## src/rtl/black_to_red_stream_writer.sv

```systemverilog
// Avalon-ST to ring-buffer packet writer: stores payload after a reserved header word,
// then commits the header and write pointer so the consumer only ever sees whole packets.
module black_to_red_stream_writer #(
  parameter int DEPTH   = 12500,
  parameter int ADDR_W  = 14,
  parameter int MAX_PKT = 512
) (
  input  logic              clk,
  input  logic              reset,
  input  logic [31:0]       asi_data,
  input  logic              asi_valid,
  input  logic              asi_sop,
  input  logic              asi_eop,
  output logic              asi_ready,
  output logic [ADDR_W-1:0] mem_address,
  output logic [31:0]       mem_writedata,
  output logic [3:0]        mem_byteenable,
  output logic              mem_chipselect,
  output logic              mem_write,
  input  logic [ADDR_W-1:0] rd_ptr,
  output logic [ADDR_W-1:0] wr_ptr,
  output logic              pkt_done,
  output logic [15:0]       drop_count
);

  typedef enum logic [1:0] {IDLE, PAYLOAD, HEADER, DROP} state_t;

  state_t            state, state_nx;
  logic [ADDR_W-1:0] hdr_addr;
  logic [ADDR_W-1:0] waddr;
  logic [15:0]       len;
  logic              trunc;
  logic [31:0]       fsum, free;
  logic              room, acc, can_store, drop_hit;

  function automatic logic [ADDR_W-1:0] wrap_inc(input logic [ADDR_W-1:0] a);
    return (a == ADDR_W'(DEPTH - 1)) ? '0 : a + 1'b1;
  endfunction

  // Free space in words, one slot kept empty so wr_ptr == rd_ptr means empty.
  assign fsum      = 32'(rd_ptr) + 32'(DEPTH) - 32'(wr_ptr) - 32'd1;
  assign free      = (fsum >= 32'(DEPTH)) ? fsum - 32'(DEPTH) : fsum;
  assign room      = free >= 32'(MAX_PKT + 1);
  assign acc       = asi_valid & asi_ready;
  assign can_store = len < 16'(MAX_PKT);
  assign drop_hit  = acc & asi_eop &
                     (((state == IDLE) & asi_sop & ~room) | (state == DROP));

  always_ff @(posedge clk) begin
    if (reset) state <= IDLE;
    else       state <= state_nx;
  end

  always_comb begin
    state_nx = state;
    case (state)
      IDLE: begin
        if (acc && asi_sop) begin
          if (room) state_nx = asi_eop ? HEADER : PAYLOAD;
          else      state_nx = asi_eop ? IDLE : DROP;
        end
      end
      PAYLOAD: if (acc && asi_eop) state_nx = HEADER;
      HEADER:  state_nx = IDLE;
      DROP:    if (acc && asi_eop) state_nx = IDLE;
      default: state_nx = IDLE;
    endcase
  end

  always_comb begin
    asi_ready      = (state != HEADER);
    mem_write      = 1'b0;
    mem_address    = '0;
    mem_writedata  = '0;
    mem_byteenable = 4'hF;
    pkt_done       = 1'b0;
    if (!reset) begin
      case (state)
        IDLE: begin
          if (acc && asi_sop && room) begin
            mem_write     = 1'b1;
            mem_address   = wrap_inc(wr_ptr);
            mem_writedata = asi_data;
          end
        end
        PAYLOAD: begin
          if (acc && can_store) begin
            mem_write     = 1'b1;
            mem_address   = waddr;
            mem_writedata = asi_data;
          end
        end
        HEADER: begin
          mem_write     = 1'b1;
          mem_address   = hdr_addr;
          mem_writedata = {trunc, 15'b0, len};
          pkt_done      = 1'b1;
        end
        default: ;
      endcase
    end
  end
  assign mem_chipselect = mem_write;

  // waddr always holds the address the next stored payload word goes to.
  always_ff @(posedge clk) begin
    if (reset) begin
      wr_ptr     <= '0;
      hdr_addr   <= '0;
      waddr      <= '0;
      len        <= '0;
      trunc      <= 1'b0;
      drop_count <= '0;
    end else begin
      if (drop_hit && drop_count != 16'hFFFF) drop_count <= drop_count + 16'd1;
      case (state)
        IDLE: begin
          if (acc && asi_sop && room) begin
            hdr_addr <= wr_ptr;
            waddr    <= wrap_inc(wrap_inc(wr_ptr));
            len      <= 16'd1;
          end
        end
        PAYLOAD: begin
          if (acc) begin
            if (can_store) begin
              waddr <= wrap_inc(waddr);
              len   <= len + 16'd1;
            end else begin
              trunc <= 1'b1;
            end
          end
        end
        HEADER: begin
          wr_ptr <= waddr;
          trunc  <= 1'b0;
        end
        default: ;
      endcase
    end
  end

endmodule

```

## config.mk

```make
export PLATFORM = sky130hd
export DESIGN_NAME = black_to_red_stream_writer
export DESIGN_NICKNAME = d
export VERILOG_FILES = /design/src/rtl/black_to_red_stream_writer.sv
export SDC_FILE = /design/constraint.sdc
export NUM_CORES = 1
export LEC_CHECK = 0
export CAP_MARGIN = 0
export CORE_AREA = 2 2 109 111
export CTS_CLUSTER_SIZE = 30
export DETAILED_ROUTE_END_ITERATION = 7
export DIE_AREA = 0 0 111 113
export PLACE_DENSITY_LB_ADDON = 0.12
export SYNTH_ARGS = -nofsm -noshare
export SYNTH_HDL_FRONTEND = slang
export SYNTH_SLANG_ARGS = --single-unit
export TNS_END_PERCENT = 50
```

## constraint.sdc

```tcl
create_clock -name clk -period 13.9 [get_ports clk]
set_clock_uncertainty 0.15 [all_clocks]
set_input_delay 2.78 -clock clk [delete_from_list [all_inputs] [get_ports clk]]
set_output_delay 2.78 -clock clk [all_outputs]
set_load 0.03 [all_outputs]
```

# == Word-level counts from Yosys, hierarchy flattened ==
# Cells that the tools add are included.
# classes
n_addsub,9
magnitude_cmp,3
n_eq_ne,15
muxes,36
bitwise_logic,7
reduce_logical,12
# ops
operator,count
2-to-1 mux 32 bit,4
2-to-1 mux 14 bit,9
case mux 32 bit (3 select lines),1
2-to-1 mux 16 bit,3
adder 14 x 1 -> 14 bit (second input constant),3
== test 14 bit (second input constant),3
case mux 14 bit (3 select lines),1
adder 16 x 1 -> 16 bit (second input constant),2
>= comparator 32 x 10 -> 1 bit (second input constant),1
>= comparator 32 x 14 -> 1 bit (second input constant),1
case mux 16 bit (2 select lines),1
case mux 14 bit (2 select lines),1
subtractor 17 x 15 -> 18 bit (second input constant),1
subtractor 16 x 2 -> 17 bit (second input constant),1
less-than comparator 16 x 10 -> 1 bit (second input constant),1
!= test 16 bit (second input constant),1
subtractor 15 x 14 -> 16 bit,1
adder 14 x 14 -> 15 bit (second input constant),1
2-to-1 mux 2 bit,6
!= test 2 bit (second input constant),5
case mux 2 bit (4 select lines),1
2-to-1 mux 1 bit,7
!= test 2 x 1 -> 1 bit (second input constant),3
AND reduction 3 bit,2
12 further kinds,22
# totals
register_bits,77
word_cells,89

# == Longest topological paths before layout ==
# Gate-level depths: netlist of run 1.
# logic_depth
ltp_word,11
ltp_mapped,24
depth_no_buf,24

# == Worst setup path before layout of run 1 ==
# No wires, ideal clock.
# synth_timing
path_kind,input to output
start,input rd_ptr[1]
end,output mem_address[12]
arrival_ps,8446
slack_ps,2524
cell_stages,21
n_path_buf,2
cell_sequence,ha_1 ha_1 fa_1 a21o_1 a221oi_4 xnor2_1 or4b_4 nor3_1 o21ai_0 nor2b_1 a2111oi_0 ha_1 inv_1 or4_1 o211a_1 nand3_1 o31a_1 clkbuf_1 buf_1 nand2_1 a21oi_1
# synth_between
elab_chain_cells,10
word_cells_on_any_way,11
classes_between,4 x add/sub; 2 x order compare; 4 x mux; 1 x reduce/logical
# synth_lines
item,line_no,rtl
start: declaration,20,"input logic [ADDR_W-1:0] rd_ptr,"
adder 14 x 14 -> 15 bit *,41,assign fsum = 32'(rd_ptr) + 32'(DEPTH) - 32'(wr_ptr) - 32'd1;
subtractor 15 x 14 -> 16 bit *,41,
subtractor 16 x 2 -> 17 bit *,41,
>= comparator 32 x 14 -> 1 bit / subtractor 17 x 15 -> 18 bit (equally long branches),42,assign free = (fsum >= 32'(DEPTH)) ? fsum - 32'(DEPTH) : fsum;
2-to-1 mux 32 bit *,42,
>= comparator 32 x 10 -> 1 bit *,43,assign room = free >= 32'(MAX_PKT + 1);
logical AND 1 bit *,80,if (acc && asi_sop && room) begin
2-to-1 mux 14 bit *,80,
case mux 14 bit (3 select lines) *,78,case (state)
2-to-1 mux 14 bit *,77,if (!reset) begin
end: declaration,15,"output logic [ADDR_W-1:0] mem_address,"
# Mark *: on every way between the ends. The rest lies on a longest branch, timed or not.

# == Final worst setup path of run 1 ==
# layout_timing
start,input rd_ptr[1]
end,output mem_writedata[2]
# layout_between
elab_chain_cells,10
word_cells_on_any_way,11
classes_between,4 x add/sub; 2 x order compare; 4 x mux; 1 x reduce/logical
# layout_lines
item,line_no,rtl
adder 14 x 14 -> 15 bit *,41,
subtractor 15 x 14 -> 16 bit *,41,
subtractor 16 x 2 -> 17 bit *,41,
>= comparator 32 x 14 -> 1 bit / subtractor 17 x 15 -> 18 bit (equally long branches),42,
2-to-1 mux 32 bit *,42,
>= comparator 32 x 10 -> 1 bit *,43,
logical AND 1 bit *,80,
2-to-1 mux 32 bit *,80,
case mux 32 bit (3 select lines) *,78,
2-to-1 mux 32 bit *,77,
end: declaration,16,"output logic [31:0] mem_writedata,"
# Marked as above.

==> qor.tcl, run 1 <==
set qor(outcome) {completed}
set qor(postCtsResizedCells) 0
set qor(cts.reportedPaths.clkPinSlew_ns) 0.05
set qor(dr.first_iter.drc_count) 725
set qor(dp.cells) 1093
set qor(yosys_most_used_dff) {sky130_fd_sc_hd__dfxtp_1}
set qor(report.final.slew_viol_count) 0
set qor(ys_warn_count) 0
set qor(worst_ir_drop_vdd_v) 0.0000664
set qor(chipWidth_um) 111
set qor(initial_utilization) 0.568
set qor(synth.distinct_cells) 74
set qor(crit_arrival_ns) 10.40
set qor(post_cts_buffers) 0
set qor(syn_area_per_cell_um2) 7.48
set qor(timing.hold.worst.start) {hdr_addr[9]}
set qor(timing.critical_path.from_type) {input port}
set qor(r2r_path_end) {drop_count[5]}
set qor(insertion_delay_ns) 0.35
set qor(crit_fanout) 32
set qor(post-dp-hpwl_um) 14200
set qor(placeable_core_area_um2) 11300
set qor(grt_setup_unrepaired) {false}
set qor(final.period_utilization) 0.959
set qor(vias) 7131
set qor(holdPathStages) 2
set qor(worst_hold_path.endpoint) {hdr_addr[9]}
set qor(clock.fmax_mhz) 75.0
set qor(antennaDiodeCount) 0
set qor(count_of_state_elements_after_synthesis) 77
set qor(crit-reg2reg-launch) {wr_ptr[1]}
set qor(cts.htree.levels) 3
set qor(antenna_violations_before_repair) 0
set qor(timing.reg2reg.worst_path_depth) 20
set qor(max-cap-violations) 0
set qor(rows) 39
set qor(cts_hold_repair.buffers) 0
set qor(critical_path_class) {input port to output port}
set qor(final.setup.tns_ns) 0
set qor(postSynthCellCount) 856
set qor(numCtsBuffers) 9
set qor(cts_tree) {done}
set qor(route.antenna.remaining_nets) 0
set qor(post-layout-total-power_uw) 628
set qor(global_route_wire_length_before_repair_um) 31800
set qor(transition_time_of_the_tightest_slew_check_pin_ns) 1.21
set qor(timing.critical_path.required_ns) 10.97
set qor(routed-wl-met3_um) 1870
set qor(syn2layout_area_growth_pct) 25.9
set qor(drc) 0
set qor(sequential_fraction_of_the_synthesis_area) 0.241
set qor(finalWirelength_um) 19600
set qor(crit_path_end_kind) {output port}
set qor(finalWeightedCongestion) 0.908
set qor(power-per-cell-area_nw_per_um2) 77.9
set qor(cts-root-buf) {sky130_fd_sc_hd__clkbuf_16}
set qor(die_h_um) 113
set qor(synth_enable_flop_cells) 0
set qor(die_area_um2) 12500
set qor(placed_cell_area_um2) 7770
set qor(first_pass_detailed_route_iteration_total) 5
set qor(final_cells) 1109
set qor(routed_wire_length_per_instance_um) 17.6
set qor(first_global_vias) 6758
set qor(rrSetupSlack_ns) 6.67
set qor(final_layout_size_suffix_gt1_frac) 0.0424
set qor(met2_wirelength_um) 8920
set qor(cell_leakage_power_uw) 0.00282
set qor(number_of_buffers_on_the_longest_clock_path) 2
set qor(nets) 1050
set qor(vias_per_cell) 6.43
set qor(grt_start_max_net_pins) 70
set qor(wl_met1_um) 8250
set qor(buffer_ports.inserted) 130
set qor(finalSetupViolations) 0
set qor(async_reset_ff_frac) 0
set qor(worstHoldPathType) {flip-flop to flip-flop}
set qor(grt_use_total) 0.305
set qor(highest_layer) {met4}
set qor(maxSlewHeadroom) 0.193
set qor(netlist_area_um2) 6400
set qor(finalHoldViolations) 0
set qor(finalInstanceArea_um2) 8060
set qor(boundaryPins) 135
set qor(cts.sink_count) 77
set qor(finalWorstPathRequiredPeriod_ns) 13.33
set qor(grt_overflow_total) 0
==> metal layers <==
| layer | global-route usage | up-vias |
|---|---|---|
| met3 | 0.0632 | 48 |
| li1 | - | 3366 |
| met2 | 0.504 | 405 |
| met1 | 0.395 | 3312 |
| met5 | 0 | - |
| met4 | 0.114 | 0 |
==> worst max-delay path by stage <==
stage	cells past startpoint	end	startpoint	slack, ns
4_1_cts	21	mem_writedata[2]	rd_ptr[1]	0.65
6_report	21	mem_writedata[2]	rd_ptr[1]	0.57
3_5_place_dp	21	mem_writedata[0]	rd_ptr[1]	0.69
2_1_floorplan	21	mem_address[12]	rd_ptr[1]	2.52
3_3_place_gp	21	mem_writedata[12]	rd_ptr[1]	1.15
5_1_grt	21	mem_writedata[2]	rd_ptr[1]	0.13
==> worst max-delay path, cell delays in order <==
cell and delay (ns):
sky130_fd_sc_hd__clkdlybuf4s50_1 0.41, sky130_fd_sc_hd__ha_1 0.30, sky130_fd_sc_hd__ha_1 0.26, sky130_fd_sc_hd__fa_1 0.43, sky130_fd_sc_hd__a21o_1 0.21, sky130_fd_sc_hd__a221oi_4 0.35
sky130_fd_sc_hd__xnor2_1 0.20, sky130_fd_sc_hd__or4b_4 0.58, sky130_fd_sc_hd__nor3_1 0.57, sky130_fd_sc_hd__o21ai_0 0.28, sky130_fd_sc_hd__nor2b_1 0.19, sky130_fd_sc_hd__a2111oi_0 0.43
sky130_fd_sc_hd__ha_1 0.34, sky130_fd_sc_hd__inv_1 0.11, sky130_fd_sc_hd__or4_1 0.54, sky130_fd_sc_hd__o211a_1 0.16, sky130_fd_sc_hd__nand3_1 0.25, sky130_fd_sc_hd__o31ai_4 0.11
sky130_fd_sc_hd__a21oi_2 0.90, sky130_fd_sc_hd__a22o_1 0.30, sky130_fd_sc_hd__clkdlybuf4s50_1 0.68
==> cell families (layout without fill, tap and decap cells) <==
kind of cell,after synthesis,count (layout),share of synthesized area
AO/OA/AOI/OAI,244,244,0.271
XOR/XNOR,37,37,0.0506
adder cells (fa/ha/maj),38,38,0.0754
buffers and inverters,95,202,0.0598
flip-flops,77,77,0.241
multiplexers,8,8,0.0137
other,1,4,0.000586
AND/OR/NAND/NOR,356,356,0.288
==> Yosys cell counts (18+ instances only) <==
master	count	area, um2
sky130_fd_sc_hd__a21oi_1	72	360
sky130_fd_sc_hd__ha_1	37	463
sky130_fd_sc_hd__xnor2_1	21	184
sky130_fd_sc_hd__nand3_1	35	175
sky130_fd_sc_hd__nand2_1	100	375
sky130_fd_sc_hd__o31ai_1	21	158
sky130_fd_sc_hd__nor3_1	19	95.1
sky130_fd_sc_hd__and2_1	23	144
sky130_fd_sc_hd__dfxtp_1	77	1540
sky130_fd_sc_hd__or4_1	18	135
sky130_fd_sc_hd__nor2_1	59	221
sky130_fd_sc_hd__o21ai_0	27	135
sky130_fd_sc_hd__clkbuf_1	40	150
sky130_fd_sc_hd__inv_1	45	169
==> area by class of cell <==
type | count | area, um2
multi-input combinational | 687 | 4510
sequential | 77 | 1540
timing repair buffer | 139 | 1360
tap | 143 | 179
inverter | 47 | 176
clock inverter | 6 | 63.8
clock buffer | 10 | 229
fill | 899 | 3210
==> power breakdown <==
part           internal [uW]  leakage, uW  switching (uW)  total [uW]
clock network            139     0.000138            95.9         235
logic                   65.8      0.00206             102         168
registers                222     0.000621            3.34         226
total                    427      0.00282             201         628
==> layout by cell type, fill, tap and decap left out, types with 5 or more instances in the layout <==
master,instances
sky130_fd_sc_hd__o21ai_0,26
sky130_fd_sc_hd__o2111ai_1,5
sky130_fd_sc_hd__nand2_1,100
sky130_fd_sc_hd__nand4_1,15
sky130_fd_sc_hd__a211oi_1,7
sky130_fd_sc_hd__dfxtp_1,77
sky130_fd_sc_hd__o211ai_1,7
sky130_fd_sc_hd__and3_1,16
sky130_fd_sc_hd__nand2b_1,13
sky130_fd_sc_hd__a22oi_1,17
sky130_fd_sc_hd__inv_1,45
sky130_fd_sc_hd__nor4_1,10
sky130_fd_sc_hd__nor3_1,19
sky130_fd_sc_hd__o22ai_1,7
sky130_fd_sc_hd__xor2_1,16
sky130_fd_sc_hd__buf_4,9
sky130_fd_sc_hd__clkbuf_16,9
sky130_fd_sc_hd__and2_1,23
sky130_fd_sc_hd__o21a_1,5
sky130_fd_sc_hd__o31ai_1,20
sky130_fd_sc_hd__nor2_1,59
sky130_fd_sc_hd__a22o_1,17
sky130_fd_sc_hd__nand3_1,35
sky130_fd_sc_hd__o311ai_0,9
sky130_fd_sc_hd__ha_1,37
sky130_fd_sc_hd__or4_1,18
sky130_fd_sc_hd__a21oi_1,71
sky130_fd_sc_hd__nor2b_1,17
sky130_fd_sc_hd__nor3b_1,5
sky130_fd_sc_hd__a21o_1,9
sky130_fd_sc_hd__clkdlybuf4s50_1,129
sky130_fd_sc_hd__xnor2_1,21
sky130_fd_sc_hd__or3_1,6
==> registers in the layout (all words and copies together), names as in the netlist <==
name        flops
waddr          14
drop_count     16
hdr_addr       14
trunc           1
wr_ptr         14
state           2
len            16
==> stage by stage <==
stage	worst slack, ns	hold slack (ns)	util
after floorplan	2.52	0.287	-
after global placement	1.15	0.296	0.689
after detailed placement	0.692	0.302	0.689
after CTS	0.651	0.311	0.715
after global routing	0.129	0.335	0.715
final	0.572	0.310	0.715
No activity file was read; power rests on OpenSTA's default activity.
==> run 2: changes to the inputs <==
--- a/config.mk
+++ b/config.mk
@@ -11,6 +11,7 @@
 export DETAILED_ROUTE_END_ITERATION = 7
 export DIE_AREA = 0 0 111 113
 export PLACE_DENSITY_LB_ADDON = 0.12
+export SETUP_SLACK_MARGIN = 0.5
 export SYNTH_ARGS = -nofsm -noshare
 export SYNTH_HDL_FRONTEND = slang
 export SYNTH_SLANG_ARGS = --single-unit
==> run 2 against run 1 <==
  * Maximum frequency increased by 2.5%
  * Highest routed layer unchanged
  * Wire length increased by 0.27%
  * Clock-buffer cell count unchanged
  * Setup slack improved by 0.33 ns
  * Hold slack about the same
  * Utilization increased by 0.067 points
  * Total power about the same
  * Global-route usage unchanged
  * First-iteration DRC count decreased by 2.1%
==> qor.tcl, run 2 (synthesis results as in run 1) <==
set qor(die_area_um2) 12500
set qor(vias_per_cell) 6.46
set qor(syn2layout_area_growth_pct) 26.0
set qor(cts_hold_repair.buffers) 0
set qor(critical_path_class) {input port to output port}
set qor(crit-reg2reg-launch) {wr_ptr[1]}
set qor(numCtsBuffers) 9
set qor(worstSetupStartpoint) {rd_ptr[1]}
set qor(mostFrequentLayoutCell) {sky130_fd_sc_hd__clkdlybuf4s50_1}
set qor(final.setup.tns_ns) 0
set qor(finalWorstPathRequiredPeriod_ns) 13.00
set qor(cp_num_cells) 21
set qor(clock.fmax_mhz) 76.9
set qor(cts.htree.levels) 3
set qor(critPathMaxStageDelay_ns) 0.66
set qor(die_h_um) 113
set qor(filler_cell_count) 896
set qor(buffer_ports.inserted) 130
set qor(rows) 39
set qor(crit_path_top_delay_cell) {sky130_fd_sc_hd__nor2_1}
set qor(post_cts_buffers) 0
set qor(reg_top3) {drop_count (16), len (16)}
set qor(dp.cells) 1093
set qor(crit_arrival_ns) 10.07
set qor(timing.critical_path.from_type) {input port}
set qor(global_route_wire_length_before_repair_um) 31800
set qor(report.final.slew_viol_count) 0
set qor(max-cap-violations) 0
set qor(boundaryPins) 135
set qor(final.period_utilization) 0.935
set qor(layout.cells.most_common_list) {129 x sky130_fd_sc_hd__clkdlybuf4s50_1, 100 x sky130_fd_sc_hd__nand2_1, 77 x sky130_fd_sc_hd__dfxtp_1, 71 x sky130_fd_sc_hd__a21oi_1, 59 x sky130_fd_sc_hd__nor2_1}
set qor(setup.worst_path.end) {mem_chipselect}
set qor(finalWirelength_um) 19600
set qor(outcome) {completed}
set qor(crit_fanout) 10
set qor(rrSetupSlack_ns) 6.68
set qor(number_of_buffers_on_the_longest_clock_path) 2
set qor(final_layout_size_suffix_gt1_frac) 0.0424
set qor(timing.critical_path.max_delay_family) {compound AO/OA/AOI/OAI gates}
set qor(transition_time_of_the_tightest_slew_check_pin_ns) 1.19
set qor(grt_overflow_total) 0
set qor(finalSetupViolations) 0
set qor(initial_utilization) 0.568
set qor(final_cells) 1109
set qor(dr.first_iter.drc_count) 710
set qor(cts_tree) {done}
set qor(maxSlewHeadroom) 0.207
set qor(timing.critical_path.required_ns) 10.97
set qor(first_global_vias) 6758
set qor(crit_path_end_kind) {output port}
set qor(cts.reportedPaths.clkPinSlew_ns) 0.06
set qor(r2r_path_end) {drop_count[5]}
set qor(placeable_core_area_um2) 11300
set qor(timing.reg2reg.worst_path_depth) 20
set qor(power-per-cell-area_nw_per_um2) 77.8
set qor(antennaDiodeCount) 0
set qor(chipWidth_um) 111
set qor(cts.sink_count) 77
set qor(cts-root-buf) {sky130_fd_sc_hd__clkbuf_16}
set qor(worst_ir_drop_vdd_v) 0.0000655
set qor(nets) 1050
set qor(timing.critical_path.cells) {clkdlybuf4s50_1 -> ha_1 -> ha_1 -> fa_1 -> a21o_1 -> a221oi_4 -> xnor2_1 -> or4b_4 -> nor3_1 -> o21ai_0 -> nor2b_1 -> a2111oi_0 -> ha_1 -> inv_1 -> a32oi_1 -> o21a_1 -> o221ai_1 -> o31a_1 -> nor2_1 -> a21oi_1 -> clkdlybuf4s50_1}
set qor(routed_wire_length_per_instance_um) 17.7
set qor(grt_use_total) 0.305
set qor(post-dp-hpwl_um) 14200
set qor(finalHoldViolations) 0
set qor(finalWeightedCongestion) 0.908
set qor(holdPathStages) 2
set qor(utilization) 0.716
set qor(antenna_violations_before_repair) 0
set qor(grt_start_max_net_pins) 70
set qor(worstHoldPathType) {flip-flop to flip-flop}
set qor(cell_leakage_power_uw) 0.00282
set qor(crit_path_frequent_cell) {sky130_fd_sc_hd__ha_1}
set qor(route.antenna.remaining_nets) 0
set qor(first_pass_detailed_route_iteration_total) 6
set qor(vias) 7163
set qor(worstPathBufferInverterCount) 3
set qor(insertion_delay_ns) 0.35
set qor(grt_setup_unrepaired) {true}
set qor(drc) 0
==> run 2: cell count changes in the layout (fill, tap and decap cells not counted) <==
cell | before | now
sky130_fd_sc_hd__a21oi_2 | 1 | 0
sky130_fd_sc_hd__a21oi_4 | 0 | 1
==> run 2: how the worst min path moves through the flow <==
stage	to	start	slack, ns
after floorplan	hdr_addr[0]	hdr_addr[0]	0.29
after global placement	hdr_addr[11]	hdr_addr[11]	0.30
after detailed placement	hdr_addr[6]	hdr_addr[6]	0.30
after CTS	hdr_addr[6]	hdr_addr[6]	0.31
after global routing	hdr_addr[8]	hdr_addr[8]	0.33
final	hdr_addr[6]	hdr_addr[6]	0.31
==> run 2: cell type report <==
cell class / instances / area (um2) / area share
clock inverters: 6 / 63.8 / 0.00791
well taps: 143 / 179 / 0.0222
multi-input cells: 687 / 4510 / 0.560
clock buffers: 10 / 229 / 0.0284
flip-flops and latches: 77 / 1540 / 0.191
repair buffers: 139 / 1360 / 0.169
inverters: 47 / 176 / 0.0219
==> run 2: timing repair <==
action / 4_1_cts / 5_1_grt
gates resized for setup: 0 / 1
endpoints found under the hold margin: 0 / 0
setup endpoints to repair: 0 / 34
==> run 2: worst register-to-register path: cells and delay by family, from the launching register on <==
family                     cells  cell delay [ns]
DFF                            1             0.54
and+or+nand+nor                4             1.69
buffers and inverters          2             0.22
muxes                          1             0.35
AOI/OAI and AO/OA              8             2.64
xor gates and xnor gates       1             0.20
adders and majority gates      4             1.33
==> run 2: per-stage QoR <==
stage | setup slack, ns | total power [uW] | hold slack [ns] | cell area, um2
6_report | 0.899 | 628 | 0.310 | 8070
5_1_grt | 0.483 | 653 | 0.335 | 8070
4_1_cts | 0.651 | 626 | 0.311 | 8060
3_5_place_dp | 0.692 | 394 | 0.302 | 7770
3_3_place_gp | 1.15 | 388 | 0.296 | 7770
2_1_floorplan | 2.52 | 343 | 0.287 | 6410
==> run 2: per-layer routing <==
metal / GRT usage / routed length [um] / up-vias / part of all wire
met5: 0 / 0 / - / 0
met4: 0.114 / 479 / 0 / 0.024
met3: 0.0632 / 1980 / 46 / 0.10
met2: 0.504 / 8970 / 428 / 0.46
met1: 0.395 / 8190 / 3318 / 0.42
li1: - / - / 3371 / -
==> run 2: where the power goes <==
| part | leakage [uW] | switching [uW] | internal [uW] |
|---|---|---|---|
| registers | 0.000621 | 3.41 | 222 |
| logic | 0.00206 | 102 | 65.9 |
| clock network | 0.000138 | 95.5 | 139 |
| total | 0.00282 | 201 | 427 |
